--- src/rtl/pe_pkg.sv ---
// Shared types and constants for the pe_mac processing element: parameter legality checks,
// the tag that travels with each product, and the saturation bound helpers.
package pe_pkg;

  typedef struct packed {
    logic valid;
    logic first;
    logic last;
    logic sgn;
  } tag_t;

  localparam int unsigned MaxAccW = 64;

  function automatic bit legal_data_w(int unsigned w);
    return (w == 8) || (w == 16) || (w == 32);
  endfunction

  function automatic bit legal_acc_w(int unsigned acc_w, int unsigned data_w);
    return (acc_w >= 2 * data_w) && (acc_w <= MaxAccW);
  endfunction

  function automatic bit legal_mul_lat(int unsigned lat);
    return (lat >= 1) && (lat <= 4);
  endfunction

  // Bounds are returned at MaxAccW bits; callers truncate to their accumulator width.
  function automatic logic [MaxAccW-1:0] sat_max(int unsigned acc_w, logic sgn);
    logic [MaxAccW-1:0] ones;
    ones = '1;
    return sgn ? (ones >> (MaxAccW - acc_w + 1)) : (ones >> (MaxAccW - acc_w));
  endfunction

  function automatic logic [MaxAccW-1:0] sat_min(int unsigned acc_w, logic sgn);
    return sgn ? ~sat_max(acc_w, 1'b1) : '0;
  endfunction

endpackage

--- src/rtl/pe_mul_pipe.sv ---
// MUL_LAT-stage signed/unsigned multiplier; the operand tag shifts alongside the product.
module pe_mul_pipe
  import pe_pkg::*;
#(
  parameter int unsigned DATA_W  = 8,
  parameter int unsigned MUL_LAT = 2
) (
  input  logic                  clk,
  input  logic                  rst,
  input  tag_t                  tag_in,
  input  logic [DATA_W-1:0]     a,
  input  logic [DATA_W-1:0]     b,
  output tag_t                  tag_out,
  output logic [2*DATA_W-1:0]   prod
);

  localparam int unsigned ProdW = 2 * DATA_W;

  logic signed [DATA_W:0] a_ext;
  logic signed [DATA_W:0] b_ext;
  logic [ProdW-1:0]       prod_d;

  tag_t             tag_q  [MUL_LAT];
  logic [ProdW-1:0] prod_q [MUL_LAT];

  // One extra bit lets a single signed multiply cover both operand modes.
  always_comb begin
    a_ext  = {tag_in.sgn & a[DATA_W-1], a};
    b_ext  = {tag_in.sgn & b[DATA_W-1], b};
    prod_d = ProdW'(a_ext) * ProdW'(b_ext);
  end

  always_ff @(posedge clk or negedge rst) begin
    if (!rst) begin
      for (int i = 0; i < int'(MUL_LAT); i++) begin
        tag_q[i]  <= '0;
        prod_q[i] <= '0;
      end
    end else begin
      tag_q[0]  <= tag_in;
      prod_q[0] <= prod_d;
      for (int i = 1; i < int'(MUL_LAT); i++) begin
        tag_q[i]  <= tag_q[i-1];
        prod_q[i] <= prod_q[i-1];
      end
    end
  end

  assign tag_out = tag_q[MUL_LAT-1];
  assign prod    = prod_q[MUL_LAT-1];

endmodule

--- src/rtl/pe_mac.sv ---
// Systolic-array processing element: forwards operands one cycle and accumulates their
// products into a dot product, with optional saturation and a sticky overflow flag.
module pe_mac
  import pe_pkg::*;
#(
  parameter int unsigned DATA_W  = 8,
  parameter int unsigned ACC_W   = 20,
  parameter int unsigned MUL_LAT = 2,
  parameter bit          SAT     = 1'b0
) (
  input  logic              clk,
  input  logic              rst,
  input  logic              in_valid,
  input  logic              in_first,
  input  logic              in_last,
  input  logic              signed_mode,
  input  logic [DATA_W-1:0] row_in,
  input  logic [DATA_W-1:0] col_in,
  output logic [DATA_W-1:0] row_out,
  output logic [DATA_W-1:0] col_out,
  output logic              fwd_valid,
  output logic              fwd_first,
  output logic              fwd_last,
  output logic              fwd_signed,
  output logic [ACC_W-1:0]  result_out,
  output logic              result_valid,
  output logic              result_ovf
);

  if (!legal_data_w(DATA_W)) begin : gen_bad_data_w
    $error("pe_mac: DATA_W must be 8, 16 or 32");
  end
  if (!legal_acc_w(ACC_W, DATA_W)) begin : gen_bad_acc_w
    $error("pe_mac: ACC_W must be at least 2*DATA_W");
  end
  if (!legal_mul_lat(MUL_LAT)) begin : gen_bad_mul_lat
    $error("pe_mac: MUL_LAT must be 1..4");
  end

  localparam logic [ACC_W-1:0] UMax = ACC_W'(sat_max(ACC_W, 1'b0));
  localparam logic [ACC_W-1:0] SMax = ACC_W'(sat_max(ACC_W, 1'b1));
  localparam logic [ACC_W-1:0] SMin = ACC_W'(sat_min(ACC_W, 1'b1));

  tag_t                issue_tag;
  tag_t                m_tag;
  logic [2*DATA_W-1:0] m_prod;

  logic [ACC_W-1:0] ext, sum, clamp;
  logic             carry, add_ovf;
  logic [ACC_W-1:0] acc_d, acc_q;
  logic             ovf_d, ovf_q;
  logic             res_pend_q;
  logic [ACC_W-1:0] result_q;
  logic             result_valid_q, result_ovf_q;

  always_ff @(posedge clk or negedge rst) begin
    if (!rst) begin
      row_out    <= '0;
      col_out    <= '0;
      fwd_valid  <= 1'b0;
      fwd_first  <= 1'b0;
      fwd_last   <= 1'b0;
      fwd_signed <= 1'b0;
    end else begin
      fwd_valid  <= in_valid;
      fwd_first  <= in_first;
      fwd_last   <= in_last;
      fwd_signed <= signed_mode;
      if (in_valid) begin
        row_out <= row_in;
        col_out <= col_in;
      end
    end
  end

  assign issue_tag = '{valid: in_valid, first: in_first, last: in_last, sgn: signed_mode};

  pe_mul_pipe #(
    .DATA_W  (DATA_W),
    .MUL_LAT (MUL_LAT)
  ) u_mul (
    .clk     (clk),
    .rst     (rst),
    .tag_in  (issue_tag),
    .a       (row_in),
    .b       (col_in),
    .tag_out (m_tag),
    .prod    (m_prod)
  );

  always_comb begin
    ext = m_tag.sgn ? ACC_W'($signed(m_prod)) : ACC_W'(m_prod);
    {carry, sum} = {1'b0, acc_q} + {1'b0, ext};
    // Signed overflow: like-signed operands producing a differently-signed sum.
    add_ovf = m_tag.sgn ? ((acc_q[ACC_W-1] == ext[ACC_W-1]) && (sum[ACC_W-1] != acc_q[ACC_W-1]))
                        : carry;
    clamp   = !m_tag.sgn ? UMax : (ext[ACC_W-1] ? SMin : SMax);
    acc_d   = acc_q;
    ovf_d   = ovf_q;
    if (m_tag.valid) begin
      if (m_tag.first) begin
        acc_d = ext;
        ovf_d = 1'b0;
      end else if (!(SAT && ovf_q)) begin
        // Once saturated the accumulator is frozen until the next first beat.
        acc_d = (SAT && add_ovf) ? clamp : sum;
        ovf_d = ovf_q | add_ovf;
      end
    end
  end

  always_ff @(posedge clk or negedge rst) begin
    if (!rst) begin
      acc_q          <= '0;
      ovf_q          <= 1'b0;
      res_pend_q     <= 1'b0;
      result_q       <= '0;
      result_valid_q <= 1'b0;
      result_ovf_q   <= 1'b0;
    end else begin
      acc_q          <= acc_d;
      ovf_q          <= ovf_d;
      res_pend_q     <= m_tag.valid & m_tag.last;
      result_valid_q <= res_pend_q;
      if (res_pend_q) begin
        result_q     <= acc_q;
        result_ovf_q <= ovf_q;
      end
    end
  end

  assign result_out   = result_q;
  assign result_valid = result_valid_q;
  assign result_ovf   = result_ovf_q;

endmodule

--- config.mk ---
export PLATFORM = sky130hd
export DESIGN_NAME = pe_mac
export DESIGN_NICKNAME = d
export VERILOG_FILES = /design/src/rtl/pe_pkg.sv /design/src/rtl/pe_mul_pipe.sv /design/src/rtl/pe_mac.sv
export SDC_FILE = /design/constraint.sdc
export NUM_CORES = 1
export LEC_CHECK = 0
export ABC_AREA = 1
export CORE_MARGIN = 2
export CORE_UTILIZATION = 56
export CTS_CLUSTER_DIAMETER = 200
export DETAILED_ROUTE_END_ITERATION = 10
export PLACE_DENSITY_LB_ADDON = 0.15
export SLEW_MARGIN = 40
export SYNTH_ARGS = -nofsm -noshare
export SYNTH_HDL_FRONTEND = slang
export SYNTH_HIERARCHICAL = 1
export SYNTH_SLANG_ARGS = --single-unit
--- constraint.sdc ---
create_clock -name clk -period 2.6 [get_ports clk]
set_input_delay 0.26 -clock clk [delete_from_list [all_inputs] [get_ports clk]]
set_output_delay 0.26 -clock clk [all_outputs]
set_load 0.02 [all_outputs]
* Yosys cells after proc, flatten, opt, wreduce, memory -nomap -nowiden
Index checks and enable logic that the tools add are counted.
Widths: inputs -> output; s select.
** Operators by class
- $add $sub $neg :: 1
- Multipliers :: 1
- Equality and inequality tests :: 2
- Muxes and demuxes :: 4
- Bitwise operators :: 4
- Reductions and logical operators :: 1
** Operators with widths (count)
- $mux 20 :: 2
- $add 20x20->21 :: 1
- $mul 9x9->16 :: 1
- $and 1x1->1 :: 3
- $mux 1 :: 2
- $eq 1x1->1 :: 1
- $logic_and 1x1->1 :: 1
- $ne 1x1->1 :: 1
- $or 1x1->1 :: 1
** Storage, ports and cells
- Register bits :: 100
- Input bits :: 22
- Output and inout port bits :: 42
- Logic and storage cells :: 31

* Longest topological paths before layout
Gate-level depths: netlist of run 1.
- Depth after elaboration :: 7
- Depth in mapped cells :: 23
- Depth with buffers taken out :: 22

* Modules after synthesis
The synthesis of run 1 kept the hierarchy.
** By module, submodules not included
- pe_mul_pipe :: instances 1, cells each 474, area an instance 4185.3 µm², seq. area each 1001.0 µm²
- pe_mac :: instances 1, cells each 440, area an instance 3698.5 µm², seq. area each 1601.5 µm²

* Worst setup path before layout of run 1
Ideal clock, no wire load.
- Kind :: input port to flip-flop
- Start :: input port col_in[7]
- End :: register u_mul/prod_q[29] in the netlist's numbering
- Library setup time :: 0.124 ns
- Data arrival time :: 4.285 ns
- Required time :: 2.476 ns
- Slack :: -1.809 ns
- Stages :: 18
- Buffers on the path :: 1
- Path through :: buf_6 nand2_4 or2_1 fa_1 fa_1 inv_1 fa_1 fa_1 inv_1 fa_1 inv_1 ha_1 nand2_1 nand2_1 o21bai_2 nand4_1 nand2_1 xor2_1
** On the way
- Word-level cells in the longest chain between the ends :: 2
** Ends and longest elaborated chain
- start: declaration :: RTL line pe_mac.sv:18 : input logic [DATA_W-1:0] col_in,
- $and 1x1->1 :: RTL line pe_mul_pipe.sv:29 : b_ext = {tag_in.sgn & b[DATA_W-1], b};
- $mul 9x9->16 (*) :: RTL line pe_mul_pipe.sv:30 : prod_d = ProdW'(a_ext) * ProdW'(b_ext);
- via u_mul.prod_d[13] :: RTL line pe_mul_pipe.sv:21 : logic [ProdW-1:0] prod_d;
- end signal: indexed assignment :: RTL line pe_mul_pipe.sv:44 : prod_q[i] <= prod_q[i-1];
- end: declaration :: RTL line pe_mul_pipe.sv:24 : logic [ProdW-1:0] prod_q [MUL_LAT];
Mark *: on every way through the listed nets, which the timed path passes. The rest lies on a longest branch.
A chain may end at the register's enable or synchronous reset.

* Final worst setup path of run 1
- Start :: input port signed_mode
- End :: register u_mul/prod_q[31] in the netlist's numbering
** On the way
- Word-level cells in the longest chain between the ends :: 2
- Elaborated cells on any way between the ends :: 3
- Classes of those cells :: mul (1); bitwise (2)
** Ends and longest elaborated chain
- start: declaration :: RTL line pe_mac.sv:16 : input logic signed_mode,
- $and 1x1->1 (on tied branches) :: RTL line pe_mul_pipe.sv:28, pe_mul_pipe.sv:29
- $mul 9x9->16 (*) :: RTL line pe_mul_pipe.sv:30
- via u_mul.prod_d[15] :: RTL line pe_mul_pipe.sv:21
Marks and branches as above.

==> flow_metrics.tcl, run 1 <==
set metrics [dict create \
    violations "setup timing" \
    critPathMaxStageDelay_ps 640 \
    synth_top_cells_by_area "dfrtp_1, fa_1, nand2_1, inv_1, ha_1" \
    numCtsBuffers 9 \
    leakage_nw 5.122 \
    skew_ps 14.87 \
    num_io_pins 64 \
    final_cell_area_um2 9864 \
    rsz0062_at_grt "true" \
    num_rows 43 \
    wl_um 17280 \
    cp_top_family "adder cells" \
    fin_crit_ps 3904 \
    synth_top_area_share_pct 33.01 \
    yosys.area.top_type "dfrtp_1" \
    grt_usage_pct 25.05 \
    r2r-start "acc_q[0]$_DFFE_PN0P_" \
    ys.flop_type "dfrtp_1" \
    route.detailed.wl_per_inst_um 14.29 \
    die_width_um 122.7 \
    slew_viol_final 0 \
    grt_max_degree 47 \
    final_nets 1163 \
    finalHoldViolations 0 \
    start_kind "input port" \
    hold-worst-slack_ps 162.5 \
    status "finished with violations" \
    p_per_area_nw_per_um2 1162 \
    place_ws_ps -2138 \
    start_util_pct 57.02 \
    arrival_ps 4140 \
    antenna_found_initial 0 \
    ys_seq_area_share_pct 33.01 \
    grt_pass1_wl_um 29270 \
    hpwl_um 13210 \
    clock-sinks 104 \
    yosysUniqueCellTypes 39 \
    num_vias 6150 \
    cts_tree "done" \
    drive_gt1_share_pct 24.00 \
    placed_area_um2 9125 \
    total_power_mw 11.46 \
    route.detailed.drc 0 \
    period_share_pct 150.1 \
    dieArea_um2 15040 \
    fmax_mhz 256.2 \
    synth_edf_count 0 \
    cp.depth 22 \
    setup_viol 11 \
    syn-instance-count 914 \
    final_common_cell "nand2_1" \
    cts_root_buf "clkbuf_16" \
    worst_slew_pin_slew_ps 786.6 \
    grt_pass1_vias 6288 \
    hold_path_depth 2 \
    syn2layout_area_growth_pct 25.12 \
    dp_cells 1173 \
    clock_latency_ps 350 \
    ctsHtreeMaxLevel 3 \
    ff2ff_path_depth 13 \
    layout_common_cells "nand2_1, inv_1, dfrtp_1" \
    hold_class "in2reg" \
    setup_slack_ps -1304 \
    ys_ff_latch 104 \
    crit_start "signed_mode" \
    path_buf_inv 7 \
    cts.clk_slew.worst_paths_ps 80 \
    cap_viol_max_count 0 \
    syn-num-nets 1053 \
    portBuffers 63 \
    syn_area_per_cell_um2 8.626 \
    crit_top_cell "fa_1" \
    end_kind "flip-flop" \
    crit_slowest_cell "fa_2" \
    firstDrtPassIters 5 \
    drt_iter0_drc 306 \
    place_congestion 0.9590 \
    n_fill_cell 1061 \
    critPathMaxFanout 5 \
    synthesis.area_um2 7884 \
    relSlewSlack_pct 47.56 \
    seq_area_um2 2603 \
    viasPerCell 5.087 \
    critical_path.cell_chain "buf_12 -> buf_12 -> nand2_8 -> inv_8 -> nand2_8 -> inv_4 -> fa_2 -> buf_6 -> inv_2 -> fa_1 -> fa_1 -> fa_1 -> inv_2 -> ha_4 -> ha_4 -> nand2_4 -> nor2_4 -> nand4_1 -> nor2_2 -> nor2_2 -> nand3_1 -> nand2_1" \
    n_antenna_cell 0 \
    ys_async_sr_fraction_pct 100.0 \
    core_area_um2 13830 \
    peakVddDrop_mv 0.5752 \
    die_y_um 122.7 \
    cp-endpoint "u_mul/prod_q[31]$_DFF_PN0_" \
    reg2reg_slack_ps 280 \
    grt-ovfl-total 0 \
    clock_path_buffers 2 \
    r2r-end "acc_q[14]$_DFFE_PN0P_" \
    synth_warnings 6 \
    final_cells 1209 \
    crit_required_ps 2840 \
    multi_input_area_um2 4720 \
    antenna_left 0 \
    crit_type "in2reg" \
]
-- what timing repair did --
item | CTS | global route
buffers inserted | 16 | 8
pin swaps | 43 | 56
endpoints found under the setup margin | 12 | 12
hold endpoints to repair | 43 | 0
hold buffers | 1 | 0
gates resized for setup | 87 | 69
cloned | 0 | 0
-- cell usage after synthesis, types with 2 or more instances --
| library cell | n |
|---|---|
| nand2_1 | 206 |
| inv_1 | 182 |
| dfrtp_1 | 104 |
| fa_1 | 64 |
| nor2_1 | 56 |
| ha_1 | 53 |
| nand3_1 | 40 |
| a21oi_1 | 36 |
| mux2_2 | 32 |
| o21ai_0 | 23 |
| buf_4 | 21 |
| clkbuf_1 | 19 |
| nor3_1 | 8 |
| xor2_1 | 8 |
| nand4_1 | 6 |
| xnor2_1 | 6 |
| o21bai_1 | 5 |
| nor2_2 | 4 |
| o21ai_2 | 4 |
| buf_6 | 3 |
| inv_2 | 3 |
| nand2_2 | 3 |
| nand3_2 | 3 |
| o221ai_1 | 3 |
| or2_1 | 3 |
| a21oi_2 | 2 |
| a22oi_1 | 2 |
| buf_2 | 2 |
| o21ai_1 | 2 |
| or2_2 | 2 |
-- state kept, by name, indices dropped and copies added, names as in the netlist, 4 cells and up --
name	count
u_mul/tag_q	4
col_out	8
u_mul/prod	16
acc_q	20
row_out	8
u_mul/prod_q	16
result_out	20
u_mul/tag_out	4
-- cells by family after synthesis --
kind of cell             synth area share, %
adder cells (fa/ha/maj)                24.66
XOR/XNOR                               1.555
buffers and inverters                  12.41
multiplexers                           4.571
flip-flops                             33.01
AND/OR/NAND/NOR                        17.70
AO/OA/AOI/OAI                          6.094
-- power breakdown --
part	internal (mW)	switching [mW]	total, mW	leakage, nW
Clock	0.776	0.662	1.44	0.153
Combinational	3.38	4.13	7.51	3.74
Sequential	2.18	0.326	2.51	1.23
-- per-layer routing --
| layer | wire length [µm] | track usage (%) | vias up |
|---|---|---|---|
| li1 | - | - | 2996 |
| met1 | 7162 | 29.79 | 2968 |
| met2 | 9037 | 45.80 | 141 |
| met3 | 518 | 3.485 | 45 |
| met4 | 563 | 9.483 | 0 |
| met5 | 0 | 0 | - |
-- final cells by class --
class                      instances  share of cell area (%)
tap                              180                   2.283
sequential                       104                   26.38
inverter                         186                   7.204
clock buffer                       9                   2.283
clock inverter                     7                  0.9513
multi-input combinational        578                   47.84
timing repair buffer             145                   13.05
-- worst min path at each step --
stage	start	endpoint	slack, ps
global route	signed_mode	fwd_signed$_DFF_PN0_	150
global placement	rst	result_valid$_DFF_PN0_	300
floorplan	rst	acc_q[0]$_DFFE_PN0P_	-40
CTS	signed_mode	fwd_signed$_DFF_PN0_	250
detailed placement	rst	res_pend_q$_DFF_PN0_	300
finish	signed_mode	fwd_signed$_DFF_PN0_	160
-- metrics by stage --
step           utilization (%)  setup TNS (ps)
5_1_grt                  71.34          -12700
2_1_floorplan                -          -12660
4_1_cts                  70.18          -12690
3_3_place_gp             65.99          -21110
6_report                 71.34          -11410
3_5_place_dp             65.99          -21390
Note: power is estimated with default switching activity, not from simulation.
==> inputs of run 2 (changes only) <==
Settings changed: GPL_TIMING_DRIVEN from default to 1.
==> results of run 2 <==
Same layout as run 1: the final DEF is identical, and so are final timing and power.
==> inputs of run 3 (changes only) <==
Settings changed: SYNTH_HIERARCHICAL 1 to default.
==> run 3 against run 2 <==
The run still ends with setup timing left. Via count fell by 2.7%. Worst hold slack got worse by 41 ps. Total power rose by 4.0%. Fmax fell by 4.8%. Routed wire length rose by 5.1%. Critical path depth rose by 1. Clock power barely moved. Utilization rose by 3.2 points. Register-to-register slack improved by 140 ps. Critical endpoint is now u_mul.prod_q[29]$_DFF_PN0_. Largest cell class unchanged. Highest routed layer unchanged.
==> flow_metrics.tcl, run 3 <==
set metrics [dict create \
    status "finished with violations" \
    violations "setup timing" \
    setup_viol 11 \
    crit_required_ps 2850 \
    hold-worst-slack_ps 121.6 \
    grt-ovfl-total 0 \
    critPathMaxStageDelay_ps 510 \
    start_util_pct 56.84 \
    die_y_um 119.2 \
    yosys.area.top_type "dfrtp_1" \
    syn-num-nets 980 \
    synth_edf_count 0 \
    num_vias 5981 \
    cts_tree "done" \
    clock_latency_ps 360 \
    clock_path_buffers 2 \
    cap_viol_max_count 0 \
    slew_viol_final 0 \
    num_rows 42 \
    grt_pass1_vias 6510 \
    clock-sinks 100 \
    dieArea_um2 14220 \
    pwr-share-clk_pct 12.2 \
    route.detailed.drc 0 \
    peakVddDrop_mv 0.5667 \
    finalHoldViolations 0 \
    ys_ff_latch 100 \
    cts_root_buf "clkbuf_16" \
    cts.clk_slew.worst_paths_ps 70 \
    grt_usage_pct 27.35 \
    n_antenna_cell 0 \
    die_width_um 119.2 \
    ctsHtreeMaxLevel 3 \
    hold_class "in2reg" \
    grt_pass1_wl_um 30390 \
    final_nets 1127 \
    antenna_left 0 \
    seq_area_um2 2504 \
    ys.flop_type "dfrtp_1" \
    critPathMaxFanout 4 \
    crit_slowest_cell "fa_1" \
    leakage_nw 4.964 \
    place_congestion 0.9337 \
    num_io_pins 64 \
    antenna_found_initial 0 \
    numCtsBuffers 9 \
    setup_slack_ps -1500 \
    synthTopCellsByCount "nand2_1, inv_1, dfrtp_1" \
    critical_path.cell_chain "buf_8 -> buf_6 -> nand2_8 -> inv_6 -> nand2_4 -> fa_1 -> inv_1 -> fa_1 -> fa_1 -> fa_1 -> inv_1 -> fa_1 -> inv_2 -> ha_4 -> nand2_4 -> o21ai_4 -> nand2_1 -> nand2_1 -> nand2_2 -> a21oi_2 -> o21ai_2 -> nand3_1 -> nand2_1" \
    firstDrtPassIters 4 \
    worst_slew_pin_slew_ps 710.4 \
    crit_top_cell "fa_1" \
    netSwitchingPower_mw 5.278 \
    setup_tns_ps -12330 \
    fin_crit_ps 4100 \
    multi_input_area_um2 4684 \
    end_kind "flip-flop" \
    viasPerCell 5.125 \
    crit_type "in2reg" \
    final_common_cell "nand2_1" \
    relSlewSlack_pct 52.49 \
    seq_power_share_pct 20.6 \
    p_int_mw 6.642 \
    synth_top_area_share_pct 33.65 \
    yosysMostFrequentCell "nand2_1" \
    synth_top_cells_by_area "dfrtp_1, fa_1, nand2_1, ha_1, inv_1" \
    yosysUniqueCellTypes 39 \
    route.detailed.wl_per_inst_um 15.56 \
    skew_ps 9.166 \
    syn-instance-count 841 \
    portBuffers 63 \
    rsz0062_at_grt "true" \
    grt_max_degree 64 \
    hpwl_um 13940 \
    syn_area_per_cell_um2 8.843 \
    synth_warnings 0 \
    comb_power_share_pct 67.2 \
    drt_iter0_drc 282 \
    start_kind "input port" \
    wl_um 18160 \
    period_share_pct 157.7 \
    drive_gt1_share_pct 27.04 \
    post-route-util_pct 74.57 \
    p_per_area_nw_per_um2 1222 \
    switching_share_pct 44.28 \
    ys_seq_area_share_pct 33.65 \
    layout_common_cells "nand2_1, inv_1, dfrtp_1" \
    arrival_ps 4350 \
    core_area_um2 13090 \
    synthesis.area_um2 7437 \
    syn2layout_area_growth_pct 31.21 \
    n_fill_cell 957 \
    ys_async_sr_fraction_pct 100.0 \
    fmax_mhz 243.9 \
]
-- run 3: cell types whose count changed after synthesis, sizes merged, moves of 4 or more --
| cell | change |
|---|---|
| buf | -18 |
| xor2 | +6 |
| dfrtp | -4 |
| nand3 | -19 |
| inv | -27 |
| nor3 | -6 |
| a21oi | +12 |
| nand2 | -8 |
| o21bai | -4 |
| nor2 | -7 |
-- run 3: logic make-up (layout without fill, tap and decap cells) --
group,after synthesis,count (layout),share of synthesized area (%)
compound gates,92,92,7.016
fa+ha+maj,117,117,26.14
buf+inv,185,335,9.522
mux,29,29,4.391
flops,100,100,33.65
xor+xnor,23,23,2.810
simple gates,295,295,16.47
-- run 3: worst paths after layout --
check                                           start                         end  slack (ps)  cells past startpoint
hold / removal                            signed_mode    u_mul.tag_q[4]$_DFF_PN0_         120                      2
min in group asynchronous                         rst  result_out[17]$_DFFE_PN0P_         410                      2
max in group asynchronous                         rst      col_out[6]$_DFFE_PN0P_        1500                      3
setup / recovery                          signed_mode  u_mul.prod_q[29]$_DFF_PN0_       -1500                     23
setup reg to reg              u_mul.prod[0]$_DFF_PN0_       acc_q[14]$_DFFE_PN0P_         420                     13
hold reg to reg            u_mul.prod_q[28]$_DFF_PN0_    u_mul.prod[12]$_DFF_PN0_         350                      0
-- run 3: area by class of cell --
class / instances / area share, %
Inverter: 159 / 6.219
Clock inverter: 5 / 0.8847
Sequential cell: 100 / 25.66
Multi-Input combinational cell: 556 / 48.01
Tap cell: 176 / 2.257
Clock buffer: 9 / 2.308
Timing Repair Buffer: 162 / 14.67
-- run 3: timing repair --
item,4_1_cts,5_1_grt
endpoints found under the hold margin,37,0
hold buffers,1,0
pin swaps,50,46
setup buffers,14,8
setup endpoints to repair,12,11
resized for setup,113,32
-- run 3: per-layer routing --
metal  up-vias  part of all wire, %  global-route usage, %
li1       2883                    -                      -
met1      2926                   40                  30.15
met2       124                   54                  51.98
met3        48                  2.6                  3.257
met4         0                  3.7                  12.80
met5         -                    0                      0
-- run 3: through the flow --
stage          instances  worst slack (ps)  area [µm²]  power, mW
2_1_floorplan        841             -1666        7848      7.367
3_3_place_gp        1132             -2213        9036      9.303
3_5_place_dp        1132             -2266        9036      9.501
4_1_cts             1160             -1581        9593      11.34
5_1_grt             1167             -1750        9758      12.87
6_report            1167             -1500        9758      11.92
-- run 3: power groups by stage --
stage / Sequential [mW] / Clock, mW / Combinational, mW
6_report: 2.46 / 1.46 / 8.01
5_1_grt: 2.53 / 1.55 / 8.80
4_1_cts: 2.47 / 1.48 / 7.39
3_5_place_dp: 2.49 / 0 / 7.01
3_3_place_gp: 2.46 / 0 / 6.84
2_1_floorplan: 2.60 / 0 / 4.77
-- run 3: critical path, delay by kind of cell --
family	cells	cell delay, ps
adders and majority gates	6	2760
and+or+nand+nor	8	500
AOI/OAI and AO/OA	3	410
buffers and inverters	6	400
